`config.mk`:
```
export PLATFORM = sky130hd
export DESIGN_NAME = pipe_hazard_ctrl
export DESIGN_NICKNAME = d
export VERILOG_FILES = /design/src/rtl/pipe_hazard_ctrl.sv
export SDC_FILE = /design/constraint.sdc
export NUM_CORES = 1
export LEC_CHECK = 0
export CORE_MARGIN = 2
export CORE_UTILIZATION = 45
export CTS_BUF_LIST = sky130_fd_sc_hd__clkbuf_8 sky130_fd_sc_hd__clkbuf_16
export CTS_CLUSTER_SIZE = 24
export DETAILED_ROUTE_END_ITERATION = 8
export PLACE_DENSITY = 0.82
export SLEW_MARGIN = 20
export SYNTH_ARGS = -nofsm -noshare
export SYNTH_HDL_FRONTEND = slang
export SYNTH_SLANG_ARGS = --single-unit
```
`constraint.sdc`:
```
create_clock -name clk -period 2.2 [get_ports clk]
set_input_delay 0.33 -clock clk [delete_from_list [all_inputs] [get_ports clk]]
set_output_delay 0.33 -clock clk [all_outputs]
set_load 0.01 [all_outputs]
```
`src/rtl/pipe_hazard_ctrl.sv`:
```
// pipe_hazard_ctrl: stall/flush sequencer for the 5-stage pipeline.
// Resolves RAW hazards, taken branches and data-memory wait into PC / IF/ID / ID/EXE controls.
module pipe_hazard_ctrl #(
    parameter bit FWD_EN      = 1'b1,
    parameter int MEM_TIMEOUT = 255,
    parameter int CNT_W       = 16
) (
    input  logic             clk,
    input  logic             rst,
    input  logic             id_valid,
    input  logic [4:0]       id_src1,
    input  logic [4:0]       id_src2,
    input  logic             id_two_src,
    input  logic [4:0]       exe_dest,
    input  logic             exe_wb_en,
    input  logic             exe_mem_r_en,
    input  logic [4:0]       mem_dest,
    input  logic             mem_wb_en,
    input  logic             br_taken,
    input  logic             mem_busy,
    output logic             hold_if,
    output logic             bubble_id,
    output logic             flush_if,
    output logic             hold_all,
    output logic [1:0]       state,
    output logic             mem_timeout,
    output logic [CNT_W-1:0] stall_count,
    output logic [CNT_W-1:0] flush_count
);
    typedef enum logic [1:0] {RUN = 2'd0, STALL = 2'd1, WAIT = 2'd2, FLUSH = 2'd3} state_t;
    localparam int WC_W = MEM_TIMEOUT > 0 ? $clog2(MEM_TIMEOUT + 1) : 1;
    localparam logic [WC_W-1:0] WC_MAX = WC_W'(MEM_TIMEOUT);

    state_t           state_q, state_d;
    logic [WC_W-1:0]  wait_cnt_q, wait_cnt_d;
    logic             mem_timeout_q, mem_timeout_d;
    logic [CNT_W-1:0] stall_count_q, stall_count_d;
    logic [CNT_W-1:0] flush_count_q, flush_count_d;
    logic             exe_ok, mem_ok, exe_hit, mem_hit, haz;

    // Writes to r0 are discarded, so a zero destination can never conflict
    assign exe_ok  = exe_wb_en && exe_dest != 5'd0;
    assign mem_ok  = mem_wb_en && mem_dest != 5'd0;
    assign exe_hit = exe_ok && (id_src1 == exe_dest || (id_two_src && id_src2 == exe_dest));
    assign mem_hit = mem_ok && (id_src1 == mem_dest || (id_two_src && id_src2 == mem_dest));
    assign haz     = FWD_EN ? (exe_hit && exe_mem_r_en) : (exe_hit || mem_hit);

    always_comb begin
        hold_if   = 1'b0;
        bubble_id = 1'b0;
        flush_if  = 1'b0;
        hold_all  = 1'b0;
        state_d   = RUN;
        if (!rst) begin
            state_d = RUN;
        end else if (mem_busy) begin
            hold_all = 1'b1;
            state_d  = WAIT;
        end else if (br_taken) begin
            flush_if  = 1'b1;
            bubble_id = 1'b1;
            state_d   = FLUSH;
        end else if (haz && id_valid && state_q != FLUSH) begin
            hold_if   = 1'b1;
            bubble_id = 1'b1;
            state_d   = STALL;
        end
    end

    always_comb begin
        wait_cnt_d    = mem_busy ? (wait_cnt_q == WC_MAX ? wait_cnt_q : wait_cnt_q + WC_W'(1)) : '0;
        mem_timeout_d = mem_timeout_q || (MEM_TIMEOUT != 0 && wait_cnt_d == WC_MAX);
        stall_count_d = ((hold_if || hold_all) && !(&stall_count_q)) ? stall_count_q + CNT_W'(1) : stall_count_q;
        flush_count_d = (flush_if && !(&flush_count_q)) ? flush_count_q + CNT_W'(1) : flush_count_q;
    end

    always_ff @(posedge clk) begin
        if (!rst) begin
            state_q       <= RUN;
            wait_cnt_q    <= '0;
            mem_timeout_q <= 1'b0;
            stall_count_q <= '0;
            flush_count_q <= '0;
        end else begin
            state_q       <= state_d;
            wait_cnt_q    <= wait_cnt_d;
            mem_timeout_q <= mem_timeout_d;
            stall_count_q <= stall_count_d;
            flush_count_q <= flush_count_d;
        end
    end

    assign state       = state_q;
    assign mem_timeout = mem_timeout_q;
    assign stall_count = stall_count_q;
    assign flush_count = flush_count_q;
endmodule

```
==> impl_metrics.py <==
metrics = {
    "finish": {
        "design_area_mm2": 0.00316,
        "fill_cells": 411,
        "final_cell_mix": "clkdlybuf4s50_1, dfxtp_1, nand3_1, nand2_1",
        "final_util_pct": 66.0,
        "num_antenna_cells": 0,
        "layout_commonest_cell": "clkdlybuf4s50_1",
        "finalNetCount": 378,
        "area_growth_syn_to_layout_pct": 39.8,
        "final_cells": 414,
        "drive_above_1_share_pct": 11.5,
    },
    "run": {
        "max-cap-violations": 0,
    },
    "timing": {
        "setup_tns_ns": 0,
        "setup_violations": 0,
        "fmax_ghz": 0.466,
        "rsz0062_at_grt": "no",
        "max_slew_margin_pct": 72.9,
        "finalHoldViolations": 0,
        "holdWs_ns": 0.472,
        "setup_ws_ns": 0.0537,
        "fin_skew_ns": 0.00758,
        "report.final.slew_viol_count": 0,
        "period_share_pct": 97.6,
        "finalCriticalPeriod_ns": 2.15,
        "worst-slew-pin-transition_ns": 0.407,
    },
    "critical_path": {
        "cpLargestDelayFamily": "simple AND/OR/NAND/NOR gates",
        "path_buf_inv": 2,
        "r2r_slack_ns": 0.21,
        "cpMaxStageDelayCell": "or4_4",
        "end_kind": "output port",
        "critPathLaunch": "exe_dest[2]",
        "crit_required_ns": 1.87,
        "crit_path_cell_trace": "dlygate4sd2_1, or4_4, o211ai_2, and2b_1, o21a_1, buf_2",
        "worstSetupPathType": "in2out",
        "worst-r2r-cell-count": 6,
        "reg2reg_from": "stall_count[0]",
        "r2r_end": "stall_count[11]",
        "startpoint_type": "primary input",
        "cp_max_fo": 2,
        "slowest_delay_ns": 0.53,
        "worst-path-stages": 6,
        "critPathArrivalTime_ns": 1.82,
    },
    "synthesis": {
        "syn_avg_cell_area_um2": 8.55,
        "synth_edf_count": 0,
        "ys_types": 51,
        "ys_seq_area_share_pct": 38.1,
        "synthCells": 264,
        "syn-cell-area_mm2": 0.00226,
        "yosys.area.top_type": "dfxtp_1",
        "synth-seq-cells": 43,
        "synthFlopType": "dfxtp_1",
        "async_flop_share_pct": 0,
        "yosysTopAreaCellShare_pct": 38.1,
        "yosys_warnings": 0,
        "synth.area.top_cells": "dfxtp_1, xnor2_1, nand3_1, mux2i_1, nand2_1",
        "syn_nets": 296,
    },
    "power_and_ir_drop": {
        "p_leak_nw": 1.22,
        "fin_total_pwr_mw": 1.44,
        "p_per_area_mw_per_mm2": 456,
        "vdd_drop_max_uv": 321,
    },
    "floorplanning": {
        "coreArea_mm2": 0.00479,
        "die_x_um": 74.8,
        "ios": 68,
        "dieArea_mm2": 0.00560,
        "die_h_um": 74.8,
        "num_rows": 25,
        "initial_core_util_pct": 47.2,
    },
    "global_route": {
        "grt_pass1_vias": 2023,
        "grt_max_degree": 24,
        "grt_overflow": 0,
        "grt_pass1_wl_um": 9070,
        "antenna_found_initial": 0,
        "grt_usage_pct": 20.7,
    },
    "clocking": {
        "clock_latency_ns": 0.30,
        "cts_htree_levels": 2,
        "root_buffer": "clkbuf_8",
        "cts_tree": "yes",
        "holdBufCountCts": 0,
        "clkSlewWorstSetupHoldPaths_ns": 0.07,
        "clock-sinks": 43,
        "clockBufferDepth": 2,
        "cts_made_buffers": 5,
    },
    "route": {
        "wl_per_cell_um": 12.9,
        "wl_um": 5330,
        "viasPerCell": 5.30,
        "drc": 0,
        "vias": 2193,
        "ant_nets": 0,
        "dr.first_iter.drc_count": 85,
        "firstDrtPassIters": 4,
    },
    "min_path": {
        "whs_path_depth": 2,
        "hp-class": "reg2reg",
        "hp-start": "wait_cnt_q[1]",
        "hold-path-endpoint": "wait_cnt_q[1]",
    },
    "run_status": {
        "status": "finished, final reports clean",
    },
    "placement": {
        "portBuffers": 61,
        "globalplace.congestion": 0.845,
        "numPlacedInstances": 405,
        "placed_cell_area_mm2": 0.00306,
        "place_hpwl_um": 4080,
        "place_ws_ns": -0.438,
    },
}
## power breakdown
part	leakage (nW)	total, mW	internal [mW]	switching, mW
Sequential	0.347	0.791	0.785	0.00650
Clock	0.0453	0.492	0.217	0.274
Combinational	0.830	0.158	0.0903	0.0677
## kinds of logic (layout without fill, tap and decap cells)
| family | after synthesis | count (layout) | share of synthesized area [%] |
|---|---|---|---|
| AOI/OAI and AO/OA | 47 | 47 | 13.6 |
| DFF | 43 | 43 | 38.1 |
| adders and majority gates | 3 | 3 | 1.66 |
| xor gates and xnor gates | 25 | 25 | 9.70 |
| muxes | 9 | 9 | 3.99 |
| buffers and inverters | 15 | 98 | 3.27 |
| and+or+nand+nor | 122 | 122 | 29.6 |
## Yosys cell counts, drive strengths merged (3+ instances only)
library cell   n
dfxtp         43
nand2         23
nand3         23
nor2          20
xnor2         19
a21oi         18
and3          14
mux2i          9
inv            8
o21ai          7
and2           6
xor2           6
nand4          5
nor3           5
or4            5
buf            4
o31ai          4
or3            4
and4           3
clkbuf         3
ha             3
nand2b         3
nor4b          3
o211ai         3
## layout make-up
class | instances | area (um^2) | area share (%)
clock buffer | 5 | 68.8 | 2.18
tap | 67 | 83.8 | 2.65
multi-input combinational | 206 | 1340 | 42.4
sequential | 43 | 861 | 27.3
clock inverter | 3 | 16.3 | 0.515
inverter | 8 | 30.0 | 0.951
timing repair buffer | 82 | 759 | 24.0
## registers in the layout, indices dropped and copies added, names as in the netlist
| register | flops |
|---|---|
| wait_cnt_q | 8 |
| state | 2 |
| stall_count | 16 |
| mem_timeout | 1 |
| flush_count | 16 |
## tightest hold or removal path, stage by stage (launching register included)
cell and delay [ns]:
dfxtp_1 0.32, nand2_1 0.06, a21oi_1 0.05
## worst max-delay path by stage
stage | endpoint | slack, ns
2_1_floorplan | stall_count[3] | 0.29
6_report | bubble_id | 0.05
5_1_grt | stall_count[3] | 0.006
3_3_place_gp | bubble_id | -0.43
3_5_place_dp | bubble_id | -0.44
4_1_cts | hold_all | -0.02
## routing by layer
metal  part of all wire [%]  up-vias  global-route usage [%]
li1                       -     1120                       -
met3                    3.4        9                    3.35
met4                    1.9        0                    7.54
met5                      0        -                       0
met1                     48     1023                    27.6
met2                     47       41                    33.8
## repair_timing
action	in CTS	in global routing
resized for setup	13	5
endpoints found under the setup margin	9	10
cloned	0	0
pin swaps	2	0
setup buffers	1	0
Power figures use the tool's default switching activity.
